[config.mk]
export PLATFORM = sky130hd
export DESIGN_NAME = hazard_trace_buffer
export DESIGN_NICKNAME = d
export VERILOG_FILES = /design/src/rtl/trace_pkg.sv /design/src/rtl/trace_fifo.sv /design/src/rtl/hazard_trace_buffer.sv
export SDC_FILE = /design/constraint.sdc
export NUM_CORES = 1
export LEC_CHECK = 0
export ABC_AREA = 1
export CELL_PAD_IN_SITES_DETAIL_PLACEMENT = 0
export CELL_PAD_IN_SITES_GLOBAL_PLACEMENT = 1
export CORE_ASPECT_RATIO = 1.5
export CORE_MARGIN = 4
export CORE_UTILIZATION = 43
export DETAILED_ROUTE_END_ITERATION = 8
export GPL_ROUTABILITY_DRIVEN = 0
export PLACE_DENSITY_LB_ADDON = 0.25
export SYNTH_ARGS = -nofsm -noshare
export SYNTH_HDL_FRONTEND = slang
export SYNTH_SLANG_ARGS = --single-unit
[constraint.sdc]
create_clock -name clk -period 4.3 [get_ports clk]
set_input_delay 0.43 -clock clk [delete_from_list [all_inputs] [get_ports clk]]
set_output_delay 0.43 -clock clk [all_outputs]
set_load 0.02 [all_outputs]
[src/rtl/trace_pkg.sv]
// rtl/trace_pkg.sv - cause encoding, field widths and cause decoder for the hazard tracer (optional macro TRACE_COALESCE_EN)
package trace_pkg;

  typedef enum logic [2:0] {
    NONE     = 3'd0,
    LOAD_USE = 3'd1,
    BR       = 3'd2,
    B        = 3'd3,
    HLT      = 3'd4,
    MISPRED  = 3'd5
  } cause_t;

  localparam int CAUSE_W = 3;
  localparam int FLAGS_W = 4;
  localparam int OP_W    = 4;
  localparam int RPT_W   = 4;
  localparam logic [RPT_W-1:0] RPT_MAX = 4'hF;

`ifdef TRACE_COALESCE_EN
  localparam int RPT_FIELD_W = RPT_W;
`else
  localparam int RPT_FIELD_W = 0;
`endif

  // A fetch flush means a mispredict regardless of which hazard type is also raised.
  function automatic cause_t decode_cause(input logic if_flush, input logic lu,
                                          input logic br_h, input logic b_h,
                                          input logic hlt_h);
    if (if_flush)   return MISPRED;
    else if (lu)    return LOAD_USE;
    else if (br_h)  return BR;
    else if (b_h)   return B;
    else if (hlt_h) return HLT;
    else            return NONE;
  endfunction

endpackage

[src/rtl/trace_fifo.sv]
// rtl/trace_fifo.sv - synchronous circular record FIFO with in-place tail rewrite
module trace_fifo #(
  parameter int DEPTH = 8,
  parameter int W     = 27,
  localparam int AW    = $clog2(DEPTH),
  localparam int LVL_W = AW + 1
) (
  input  logic             clk,
  input  logic             rst_n,
  input  logic             clr,
  input  logic             push,
  input  logic [W-1:0]     wdata,
  input  logic             pop,
  input  logic             tail_wr,
  input  logic [W-1:0]     tail_wdata,
  output logic [W-1:0]     tail_data,
  output logic             rd_vld,
  output logic [W-1:0]     rd_data,
  output logic             empty,
  output logic             full,
  output logic [LVL_W-1:0] level
);

  logic [W-1:0]     mem_q [DEPTH];
  logic [AW-1:0]    wr_ptr_q, wr_ptr_d;
  logic [AW-1:0]    rd_ptr_q, rd_ptr_d;
  logic [LVL_W-1:0] level_q, level_d;
  logic             rd_vld_q, rd_vld_d;
  logic [W-1:0]     rd_data_q, rd_data_d;
  logic             pop_ok, push_ok;
  logic [AW-1:0]    tail_idx;

  assign empty    = (level_q == '0);
  assign full     = (level_q == LVL_W'(DEPTH));
  assign level    = level_q;
  assign rd_vld   = rd_vld_q;
  assign rd_data  = rd_data_q;
  // A full buffer still accepts a push when the head leaves in the same cycle.
  assign pop_ok   = pop & ~empty;
  assign push_ok  = push & (~full | pop_ok);
  assign tail_idx = wr_ptr_q - 1'b1;
  assign tail_data = mem_q[tail_idx];

  // Next pointer, level and read-port state; pointers wrap by natural overflow.
  always_comb begin
    wr_ptr_d  = wr_ptr_q;
    rd_ptr_d  = rd_ptr_q;
    level_d   = level_q + LVL_W'(push_ok) - LVL_W'(pop_ok);
    rd_vld_d  = pop_ok;
    rd_data_d = rd_data_q;
    if (push_ok) wr_ptr_d = wr_ptr_q + 1'b1;
    if (pop_ok) begin
      rd_ptr_d  = rd_ptr_q + 1'b1;
      rd_data_d = mem_q[rd_ptr_q];
    end
  end

  // Control state register; clear beats any push or pop.
  always_ff @(posedge clk) begin
    if (!rst_n || clr) begin
      wr_ptr_q  <= '0;
      rd_ptr_q  <= '0;
      level_q   <= '0;
      rd_vld_q  <= 1'b0;
      rd_data_q <= '0;
    end else begin
      wr_ptr_q  <= wr_ptr_d;
      rd_ptr_q  <= rd_ptr_d;
      level_q   <= level_d;
      rd_vld_q  <= rd_vld_d;
      rd_data_q <= rd_data_d;
    end
  end

  // Record storage: normal push or rewrite of the newest entry.
  always_ff @(posedge clk) begin
    if (rst_n && !clr) begin
      if (push_ok)      mem_q[wr_ptr_q] <= wdata;
      else if (tail_wr) mem_q[tail_idx] <= tail_wdata;
    end
  end

endmodule

[src/rtl/hazard_trace_buffer.sv]
// rtl/hazard_trace_buffer.sv - pipeline hazard classifier, trace buffer and saturating counters (optional macro TRACE_COALESCE_EN)
module hazard_trace_buffer
  import trace_pkg::*;
#(
  parameter int DEPTH = 8,
  parameter int PC_W  = 16,
  parameter int CNT_W = 16,
  localparam int BODY_W = CAUSE_W + FLAGS_W + OP_W + PC_W,
  localparam int REC_W  = RPT_FIELD_W + BODY_W,
  localparam int LVL_W  = $clog2(DEPTH) + 1
) (
  input  logic             clk,
  input  logic             rst_n,
  input  logic             pc_stall,
  input  logic             if_id_stall,
  input  logic             if_flush,
  input  logic             id_flush,
  input  logic             load_use_hazard,
  input  logic             br_hazard,
  input  logic             b_hazard,
  input  logic             hlt,
  input  logic [PC_W-1:0]  pc_id,
  input  logic [3:0]       opcode_id,
  input  logic             clr,
  input  logic             rd_en,
  output logic             rd_vld,
  output logic [REC_W-1:0] rd_data,
  output logic             empty,
  output logic             full,
  output logic [LVL_W-1:0] level,
  output logic             overflow,
  output logic [CNT_W-1:0] stall_cnt,
  output logic [CNT_W-1:0] flush_cnt,
  output logic [CNT_W-1:0] lu_cnt,
  output logic [CNT_W-1:0] br_cnt,
  output logic [CNT_W-1:0] b_cnt,
  output logic [CNT_W-1:0] hlt_cnt,
  output logic [CNT_W-1:0] drop_cnt
);

  function automatic logic [CNT_W-1:0] sat_inc(input logic [CNT_W-1:0] v);
    return (&v) ? v : v + 1'b1;
  endfunction

  logic              ev, is_stall, is_flush, push_req, drop;
  cause_t            cause;
  logic [BODY_W-1:0] body;
  logic [REC_W-1:0]  wdata, tail_data, tail_wdata;
  logic              tail_wr;

  logic [CNT_W-1:0] stall_q, stall_d, flush_q, flush_d, lu_q, lu_d, br_q, br_d;
  logic [CNT_W-1:0] b_q, b_d, hlt_q, hlt_d, drop_q, drop_d;
  logic             ovf_q, ovf_d;

  assign is_stall = pc_stall | if_id_stall;
  assign is_flush = if_flush | id_flush;
  assign ev       = is_stall | is_flush;
  assign cause    = decode_cause(if_flush, load_use_hazard, br_hazard, b_hazard, hlt);
  assign body     = {cause, pc_stall, if_id_stall, if_flush, id_flush, opcode_id, pc_id};
  // Dropped when the buffer is full and nothing leaves this cycle.
  assign drop     = push_req & full & ~rd_en;

`ifdef TRACE_COALESCE_EN
  logic             ev_q;
  logic             coalesce;
  logic [RPT_W-1:0] tail_rpt;

  assign tail_rpt = tail_data[REC_W-1 -: RPT_W];
  // Repeat of the newest record, unless that record is leaving right now.
  assign coalesce = ev & ev_q & ~empty & (tail_data[BODY_W-1:0] == body) &
                    (tail_rpt != RPT_MAX) & ~((level == LVL_W'(1)) & rd_en);
  assign push_req   = ev & ~coalesce;
  assign wdata      = {{RPT_W{1'b0}}, body};
  assign tail_wr    = coalesce;
  assign tail_wdata = {tail_rpt + 1'b1, tail_data[BODY_W-1:0]};

  // Remember whether the previous cycle was an event cycle.
  always_ff @(posedge clk) begin
    if (!rst_n || clr) ev_q <= 1'b0;
    else               ev_q <= ev;
  end
`else
  assign push_req   = ev;
  assign wdata      = body;
  assign tail_wr    = 1'b0;
  assign tail_wdata = tail_data;
`endif

  trace_fifo #(.DEPTH(DEPTH), .W(REC_W)) u_fifo (
    .clk        (clk),
    .rst_n      (rst_n),
    .clr        (clr),
    .push       (push_req),
    .wdata      (wdata),
    .pop        (rd_en),
    .tail_wr    (tail_wr),
    .tail_wdata (tail_wdata),
    .tail_data  (tail_data),
    .rd_vld     (rd_vld),
    .rd_data    (rd_data),
    .empty      (empty),
    .full       (full),
    .level      (level)
  );

  // Per-cause statistics; mispredicts and cause-less stalls touch only stall/flush.
  always_comb begin
    stall_d = stall_q;
    flush_d = flush_q;
    lu_d    = lu_q;
    br_d    = br_q;
    b_d     = b_q;
    hlt_d   = hlt_q;
    drop_d  = drop_q;
    ovf_d   = ovf_q;
    if (ev) begin
      if (is_stall) stall_d = sat_inc(stall_q);
      if (is_flush) flush_d = sat_inc(flush_q);
      case (cause)
        LOAD_USE: lu_d  = sat_inc(lu_q);
        BR:       br_d  = sat_inc(br_q);
        B:        b_d   = sat_inc(b_q);
        HLT:      hlt_d = sat_inc(hlt_q);
        default:  ;
      endcase
    end
    if (drop) begin
      drop_d = sat_inc(drop_q);
      ovf_d  = 1'b1;
    end
  end

  // Counter and overflow registers.
  always_ff @(posedge clk) begin
    if (!rst_n || clr) begin
      stall_q <= '0;
      flush_q <= '0;
      lu_q    <= '0;
      br_q    <= '0;
      b_q     <= '0;
      hlt_q   <= '0;
      drop_q  <= '0;
      ovf_q   <= 1'b0;
    end else begin
      stall_q <= stall_d;
      flush_q <= flush_d;
      lu_q    <= lu_d;
      br_q    <= br_d;
      b_q     <= b_d;
      hlt_q   <= hlt_d;
      drop_q  <= drop_d;
      ovf_q   <= ovf_d;
    end
  end

  assign stall_cnt = stall_q;
  assign flush_cnt = flush_q;
  assign lu_cnt    = lu_q;
  assign br_cnt    = br_q;
  assign b_cnt     = b_q;
  assign hlt_cnt   = hlt_q;
  assign drop_cnt  = drop_q;
  assign overflow  = ovf_q;

endmodule
==> flow_summary.json, run 1 <==
{
  "multi_input_area_um2": 6150,
  "nets": 2103,
  "clock_sink_count": 367,
  "max_freq_ghz": 0.350,
  "final_common_cell": "nand2_1",
  "finClkSkew_ns": 0.0156,
  "syn_nets": 1944,
  "tritoncts": "done",
  "path_cells": "clkdlybuf4s50_1, nor2_1, nand2_2, inv_2, a21oi_1, nand2_1, nor3_2, buf_4",
  "setup_viol": 0,
  "io_pins": 179,
  "synthesis.area_um2": 16600,
  "max_cap_violations": 0,
  "finalCritPeriodShare_pct": 66.5,
  "slew_violations": 0,
  "nFillCells": 3512,
  "hpwl_um": 27400,
  "firstDrtPassIters": 5,
  "synth_seq_area_share_pct": 57.3,
  "syn_area_per_cell_um2": 8.75,
  "largest_reg_flops": 216,
  "ys_ff_latch": 367,
  "die_h_um": 249,
  "pwr_density_cell_nw_per_um2": 422,
  "numCtsBuffers": 38,
  "synth_cells": 1896,
  "max-vdd-ir-drop_mv": 0.307,
  "initial_core_util_pct": 43.8,
  "period_minus_slack_ns": 2.86,
  "hold_class": "register to register",
  "p_leak_nw": 6.78,
  "die_w_um": 168,
  "post_cts_buffers": 0,
  "relSlewSlack_pct": 39.5,
  "post_drt_wl_per_cell_um": 16.3,
  "setup_ws_ns": 1.44,
  "grtUsageTotal_pct": 19.6,
  "clk_latency_ns": 0.53,
  "worst_slew_pin_slew_ns": 0.907,
  "grt_pass1_vias": 12900,
  "top_register": "u_fifo.mem_q",
  "die-area_um2": 41900,
  "timing.hold.ws_ns": 0.503,
  "clockBufferDepth": 3,
  "path_clk_slew_ns": 0.06,
  "totalWireLength_um": 41900,
  "rows": 87,
  "dp_slack_ns": 0.869,
  "critPathRequiredTime_ns": 4.47,
  "timing.final.hold_violations": 0,
  "worstSetupPathType": "input pin to register",
  "critPathMaxFanout": 27,
  "p_total_w": 0.00842,
  "ant_nets": 0,
  "cts_hold_buf": 0,
  "core_um2": 37900,
  "fin_tns_setup_ns": 0,
  "ctsResizeCount": 0,
  "seqCellArea_um2": 9510,
  "drc": 0,
  "grt_max_degree": 92,
  "synth.distinct_cells": 35,
  "max_stage_delay_ns": 0.72,
  "clockRootBuffer": "clkbuf_16",
  "antennaDiodeCount": 0,
  "rsz0062_at_grt": "no",
  "end_kind": "register",
  "synth_warnings": 0,
  "crit_slowest_cell": "clkdlybuf4s50_1",
  "fin_area_um2": 19900,
  "r2r_setup_slack_ns": 1.77,
  "antenna_found_initial": 3,
  "cts-htree-levels": 2,
  "drt_iter0_drc": 623,
  "dpl-instance-area_um2": 18700,
  "grt-ovfl-total": 0,
  "drive_above_1_share_pct": 5.81,
  "cp-start-kind": "input pin",
  "num_vias": 13200,
  "final_cell_mix": "nand2_1 (415), nor2_1 (374), edfxtp_1 (216), clkdlybuf4s50_1 (178), dfxtp_1 (149)",
  "cp.arrival_ns": 3.03,
  "status": "finished, final reports clean",
  "viasPerCell": 5.11,
  "grt_first_pass_wirelength_um": 67300,
  "io_buffers": 178,
  "areaGrowthSynthToFinish_pct": 20.2
}
## cells by family (layout without fill, tap and decap cells)
group	count (synthesis)	after routing	share of synthesized area, %
AO/OA/AOI/OAI	321	321	10.5
AND/OR/NAND/NOR	955	955	23.8
buffers and inverters	212	400	5.84
adder cells (fa/ha/maj)	16	16	1.25
XOR/XNOR	25	25	1.32
flip-flops	367	367	57.3
## area by class of cell
class | count | area share [%]
clock buffers | 56 | 5.47
well taps | 489 | 3.07
repair buffers | 196 | 9.68
inverters | 135 | 2.55
multi-input cells | 1317 | 30.9
clock inverters | 13 | 0.671
flip-flops and latches | 367 | 47.7
## routing by layer
layer  GRT usage [%]  part of all wire, %
met3            4.99                  5.6
met5               0                0.081
met2            36.3                   53
met1            21.9                   39
met4            6.01                  2.5
## critical path: cells and delay by family
family | cells | cell delay (ns)
buffers and inverters | 3 | 1.36
AND/OR/NAND/NOR | 4 | 0.87
AO/OA/AOI/OAI | 1 | 0.35
## synthesized netlist by cell type (all sizes together)
cell / count / area (um2)
nor2: 393 / 1550
xnor2: 12 / 105
nand3: 94 / 490
o21ai: 160 / 801
nand2: 424 / 1610
buf: 45 / 340
nor3b: 1 / 18.8
o211ai: 54 / 405
xor2: 13 / 114
nor3: 16 / 96.4
dfxtp: 151 / 3020
inv: 135 / 509
a21oi: 105 / 526
fa: 1 / 20.0
o21bai: 2 / 15.0
nand3b: 3 / 22.5
nand4: 24 / 156
edfxtp: 216 / 6490
ha: 15 / 188
clkbuf: 32 / 120
## path summary, 6_finish.rpt
| kind | start | endpoint | depth (start not counted) |
|---|---|---|---|
| hold / removal | b_cnt[1] | b_cnt[1] | 2 |
| setup reg to reg | u_fifo.level[2] | u_fifo.mem_q[4][13] | 8 |
| setup / recovery | if_flush | u_fifo.mem_q[4][13] | 8 |
| hold reg to reg | b_cnt[1] | b_cnt[1] | 2 |
## report_power, final
part | total, W | leakage, nW | internal [W] | switching, W
registers | 0.00395 | 3.17 | 0.00384 | 0.000106
clock network | 0.00324 | 0.601 | 0.00189 | 0.00135
logic | 0.00123 | 3.01 | 0.000435 | 0.000798
total | 0.00842 | 6.78 | 0.00616 | 0.00225
## stage by stage
step	instances	util, %
final	2573	52.6
after global routing	2573	52.6
after CTS	2573	52.6
after detailed placement	2504	49.4
after global placement	2504	49.4
after floorplan	1896	-
No activity file was read; power rests on OpenSTA's default activity.
==> run 2: changes to the inputs <==
--- a/config.mk
+++ b/config.mk
@@ -10,7 +10,7 @@
 export CELL_PAD_IN_SITES_GLOBAL_PLACEMENT = 1
 export CORE_ASPECT_RATIO = 1.5
 export CORE_MARGIN = 4
-export CORE_UTILIZATION = 43
+export CORE_UTILIZATION = 39
 export DETAILED_ROUTE_END_ITERATION = 8
 export GPL_ROUTABILITY_DRIVEN = 0
 export PLACE_DENSITY_LB_ADDON = 0.25
==> constraint.sdc (replaced) <==
create_clock -name clk -period 2.4 [get_ports clk]
set_input_delay 0.24 -clock clk [delete_from_list [all_inputs] [get_ports clk]]
set_output_delay 0.24 -clock clk [all_outputs]
set_load 0.02 [all_outputs]
==> run 2 against run 1 <==
Effect of this change: largest cell class unchanged; final cell count increased by 3.7%; clock skew up 0.0079 ns; power grew 84%; sequential share of layout area shrank 1.1 points; highest routed layer is now met4; clock power is 88% higher; sequential power is 77% higher.
==> flow_summary.json, run 2 (same netlist as run 1, synthesis figures left out) <==
{
  "status": "finished, final reports clean",
  "cp.arrival_ns": 1.95,
  "dp_slack_ns": 0.167,
  "areaGrowthSynthToFinish_pct": 23.1,
  "ant_nets": 0,
  "relSlewSlack_pct": 52.2,
  "totalWireLength_um": 43100,
  "drive_above_1_share_pct": 6.76,
  "critPathMaxFanout": 3,
  "grt-ovfl-total": 0,
  "grt_pass1_vias": 13000,
  "fin_tns_setup_ns": 0,
  "pwr_density_cell_nw_per_um2": 758,
  "clk_latency_ns": 0.54,
  "max_freq_ghz": 0.456,
  "fin_util_pct": 48.6,
  "cts-htree-levels": 2,
  "die_h_um": 261,
  "top_register": "u_fifo.mem_q",
  "worstSetupPathType": "register to output port",
  "p_leak_nw": 6.95,
  "p_total_w": 0.0155,
  "grtUsageTotal_pct": 18.6,
  "largest_reg_flops": 216,
  "max_cap_violations": 0,
  "rsz0062_at_grt": "no",
  "clockBufferDepth": 3,
  "end_kind": "output port",
  "firstDrtPassIters": 5,
  "nFillCells": 3934,
  "tritoncts": "done",
  "period_minus_slack_ns": 2.19,
  "critPathRequiredTime_ns": 2.16,
  "final_cell_mix": "nand2_1 (413), nor2_1 (374), edfxtp_1 (216), clkdlybuf4s50_1 (177), dfxtp_1 (146)",
  "path_clk_slew_ns": 0.06,
  "viasPerCell": 4.95,
  "finalCritPeriodShare_pct": 91.4,
  "clockRootBuffer": "clkbuf_16",
  "finClkSkew_ns": 0.0235,
  "rows": 92,
  "hold_class": "input pin to register",
  "grt_max_degree": 110,
  "setup_ws_ns": 0.208,
  "worst_slew_pin_slew_ns": 0.715,
  "timing.hold.ws_ns": 0.442,
  "cp-start-kind": "register",
  "timing.final.hold_violations": 0,
  "initial_core_util_pct": 39.5,
  "hpwl_um": 28400,
  "io_buffers": 178,
  "grt_first_pass_wirelength_um": 68700,
  "seqCellArea_um2": 9520,
  "numCtsBuffers": 39,
  "num_vias": 13200,
  "r2r_cells": 12,
  "io_pins": 179,
  "max-vdd-ir-drop_mv": 0.558,
  "slew_violations": 0,
  "core_um2": 42000,
  "clock_sink_count": 367,
  "post_drt_wl_per_cell_um": 16.2,
  "antenna_found_initial": 2,
  "setup_viol": 0,
  "drt_iter0_drc": 800,
  "die-area_um2": 46000,
  "die_w_um": 176,
  "nets": 2120,
  "final_common_cell": "nand2_1",
  "drc": 0,
  "cts_hold_buf": 0,
  "whs_path_depth": 3,
  "multi_input_area_um2": 6190
}
## run 2: cell types whose count changed in the layout (fill, tap and decap cells not counted), moves of 5 or more
cell | previous run | this run
buf_12 | 1 | 14
clkbuf_8 | 5 | 0
clkbuf_1 | 12 | 5
clkinv_1 | 3 | 13
## run 2: timing repair
| item | in CTS | in global routing |
|---|---|---|
| gates resized for setup | 0 | 1 |
| setup buffers | 0 | 0 |
| setup endpoints to repair | 0 | 1 |
## run 2: path summary, 6_finish.rpt
kind | endpoint | slack (ns) | from
min | u_fifo.rd_vld | 0.44 | rd_en
max reg2reg | u_fifo.level[2] | 0.25 | u_fifo.level[2]
min reg2reg | br_cnt[1] | 0.50 | br_cnt[1]
max | empty | 0.21 | u_fifo.level[2]
## run 2: worst max-delay path, cell delays in order, from the launching register on
cell and delay [ns]:
dfxtp_2 0.32, inv_1 0.09, ha_1 0.15, nand3_1 0.11
inv_1 0.08, clkdlybuf4s50_1 0.68
## run 2: per-stage QoR
step                cell area, um2  cells
finish                       20400   2668
global route                 20400   2666
CTS                          20400   2666
detailed placement           19100   2595
global placement             19100   2595
floorplan                    16700   1896
## run 2: area by class of cell
cell class	instances	share of cell area, %
well taps	564	3.45
flip-flops and latches	367	46.6
repair buffers	212	10.8
inverters	135	2.49
clock inverters	27	1.46
diodes	2	0.0245
clock buffers	44	4.87
multi-input cells	1317	30.3
## run 2: power breakdown
group	leakage, nW	switching (W)	total [W]	internal (W)
Clock	0.618	0.00247	0.00610	0.00363
Sequential	3.17	0.000128	0.00701	0.00689
Combinational	3.16	0.00153	0.00237	0.000840
Total	6.95	0.00412	0.0155	0.0114
## run 2: metal layers
layer | vias up | GRT usage [%] | routed length [um]
met5 | - | 0 | 0
met4 | 0 | 6.30 | 1260
met3 | 72 | 4.75 | 2530
met2 | 263 | 34.8 | 22800
met1 | 6189 | 20.3 | 16600
li1 | 6695 | - | -
==> run 3: changes to the inputs <==
--- a/config.mk
+++ b/config.mk
@@ -10,10 +10,11 @@
 export CELL_PAD_IN_SITES_GLOBAL_PLACEMENT = 1
 export CORE_ASPECT_RATIO = 1.5
 export CORE_MARGIN = 4
-export CORE_UTILIZATION = 39
+export CORE_UTILIZATION = 43
 export DETAILED_ROUTE_END_ITERATION = 8
 export GPL_ROUTABILITY_DRIVEN = 0
-export PLACE_DENSITY_LB_ADDON = 0.25
+export PLACE_DENSITY_LB_ADDON = 0.1
 export SYNTH_ARGS = -nofsm -noshare
 export SYNTH_HDL_FRONTEND = slang
 export SYNTH_SLANG_ARGS = --single-unit
+export TNS_END_PERCENT = 20
==> constraint.sdc (replaced) <==
create_clock -name clk -period 2.42 [get_ports clk]
set_input_delay 0.242 -clock clk [delete_from_list [all_inputs] [get_ports clk]]
set_output_delay 0.242 -clock clk [all_outputs]
set_load 0.02 [all_outputs]
==> run 3 against run 2 <==
Effect of this change: die area is 9.0% lower; sequential power decreased by 1%; combinational power is essentially flat; non-clock buffer count down 2; global-route usage up 1.0 points.
==> flow_summary.json, run 3 (same netlist as run 1, synthesis figures left out) <==
{
  "path_clk_slew_ns": 0.06,
  "clock_sink_count": 367,
  "initial_core_util_pct": 43.8,
  "die_h_um": 249,
  "met1_usage_pct": 22.4,
  "drt_iter0_drc": 815,
  "clockBufferDepth": 3,
  "max_stage_delay_ns": 0.65,
  "grt_first_pass_wirelength_um": 67000,
  "nFillCells": 3523,
  "largest_reg_flops": 216,
  "grtUsageTotal_pct": 19.7,
  "max-vdd-ir-drop_mv": 0.539,
  "top_register": "u_fifo.mem_q",
  "final_cells": 2587,
  "ant_nets": 0,
  "cp_top_family": "buffers and inverters",
  "path_cells": "inv_1, ha_1, nand3_1, inv_1, clkdlybuf4s50_1",
  "post_drt_wl_per_cell_um": 16.3,
  "r2r-start": "u_fifo.level[2]",
  "power.share.clock_pct": 36.9,
  "max_cap_violations": 0,
  "slew_violations": 0,
  "numCtsBuffers": 37,
  "die-area_um2": 41900,
  "antenna_found_initial": 4,
  "cp-start-kind": "register",
  "seqPwrFrac_pct": 47.1,
  "grt_pass1_vias": 12700,
  "critPathMaxFanout": 3,
  "drc": 0,
  "timing.final.hold_violations": 0,
  "num_vias": 13000,
  "end_kind": "output port",
  "cp.depth": 5,
  "clk_latency_ns": 0.54,
  "rr_endpoint": "u_fifo.level[2]",
  "finClkSkew_ns": 0.0154,
  "post_cts_buffers": 0,
  "core_um2": 37900,
  "areaGrowthSynthToFinish_pct": 21.4,
  "cp.arrival_ns": 1.92,
  "p_total_w": 0.0147,
  "top_usage_layer": "met2",
  "placedCellCount": 2518,
  "hold_class": "input pin to register",
  "worstSetupPathType": "register to output port",
  "critPathRequiredTime_ns": 2.18,
  "max_freq_ghz": 0.462,
  "crit_buf_inv": 3,
  "rsz0062_at_grt": "no",
  "grt_max_degree": 110,
  "tritoncts": "done",
  "r2r_setup_slack_ns": 0.31,
  "io_buffers": 178,
  "setup_viol": 0,
  "status": "finished, final reports clean",
  "crit_slowest_cell": "clkdlybuf4s50_1",
  "cts-htree-levels": 2,
  "pwr-share-comb_pct": 16.0,
  "pwr_density_cell_nw_per_um2": 730,
  "clockRootBuffer": "clkbuf_16",
  "viasPerCell": 5.04,
  "use_met2_pct": 36.1,
  "hpwl_um": 27300,
  "fin_util_pct": 53.2,
  "min_from": "if_id_stall",
  "crit_path_start": "u_fifo.level[2]",
  "endpoint": "empty",
  "p_leak_nw": 6.88,
  "totalWireLength_um": 42100,
  "crit_path_frequent_cell": "inv_1",
  "io_pins": 179,
  "internal_power_w": 0.0107,
  "relSlewSlack_pct": 50.1,
  "final_cell_mix": "nand2_1 (414), nor2_1 (374), edfxtp_1 (216), clkdlybuf4s50_1 (177), dfxtp_1 (147)",
  "grt-ovfl-total": 0,
  "use_met3_pct": 4.88,
  "worst_slew_pin_slew_ns": 0.746,
  "nets": 2116,
  "power_switching_w": 0.00403,
  "firstDrtPassIters": 5,
  "swShare_pct": 27.3,
  "period_minus_slack_ns": 2.17,
  "drive_above_1_share_pct": 6.78,
  "finalCritPeriodShare_pct": 89.5,
  "final_common_cell": "nand2_1",
  "die_w_um": 168,
  "r2r_cells": 12,
  "rows": 87
}
-- run 3: cell types whose count changed in the layout (fill, tap and decap cells not counted), moves of 2 or more --
cell / before / now
bufinv_16: 6 / 1
clkinv_8: 2 / 0
clkbuf_16: 39 / 37
clkinv_2: 3 / 11
buf_4: 20 / 18
clkbuf_8: 0 / 3
inv_6: 0 / 2
clkinv_1: 13 / 3
-- run 3: power groups by stage --
stage                     Clock, W  Combinational [W]  Sequential, W
after floorplan                  0            0.00143        0.00720
after global placement           0            0.00238        0.00706
after detailed placement         0            0.00242        0.00706
after CTS                  0.00559            0.00242        0.00693
after global routing       0.00581            0.00269        0.00695
final                      0.00544            0.00236        0.00693
-- run 3: worst reg2reg max path, delay by kind of cell (launching register included) --
kind,cells,cell delay (ns)
fa+ha+maj,4,0.96
xor+xnor,1,0.16
simple gates,3,0.29
buf+inv,4,0.25
flops,1,0.33
-- run 3: metrics by stage --
step           area (um2)  setup WS, ns  hold slack (ns)  TNS [ns]
3_3_place_gp        19000         0.157            0.492         0
4_1_cts             20100        0.0652            0.437         0
6_report            20200         0.254            0.458         0
2_1_floorplan       16700       -0.0631            0.341     -5.63
5_1_grt             20200         0.120            0.466         0
3_5_place_dp        19000         0.133            0.494         0
-- run 3: worst min path at each step --
stage | endpoint | slack [ns] | cells past startpoint
after global routing | u_fifo.mem_q[1][12] | 0.47 | 1
after global placement | b_cnt[0] | 0.49 | 2
final | u_fifo.mem_q[1][22] | 0.46 | 2
after detailed placement | br_cnt[1] | 0.49 | 2
after CTS | u_fifo.mem_q[0][23] | 0.44 | 2
after floorplan | u_fifo.mem_q[0][0] | 0.34 | 0
-- run 3: final cells by class --
cell class                      count  area, um2  share of cell area [%]
Antenna cell                        3       7.51                  0.0372
Clock buffer                       46        990                    4.91
Clock inverter                     20        138                   0.683
Inverter                          135        509                    2.53
Multi-Input combinational cell   1317       6190                    30.7
Sequential cell                   367       9510                    47.2
Tap cell                          489        612                    3.04
Timing Repair Buffer              210       2200                    10.9
-- run 3: metal layers --
metal,routed length (um),vias to the layer above,share of wire (%)
li1,-,6674,-
met5,13,-,0.031
met3,2320,61,5.5
met2,22100,251,53
met1,16700,6048,40
met4,921,2,2.2
-- run 3: what timing repair did --
item                                    in CTS  in global routing
resized for setup                            0                  1
hold buffers                                 0                  0
endpoints found under the setup margin       0                  1
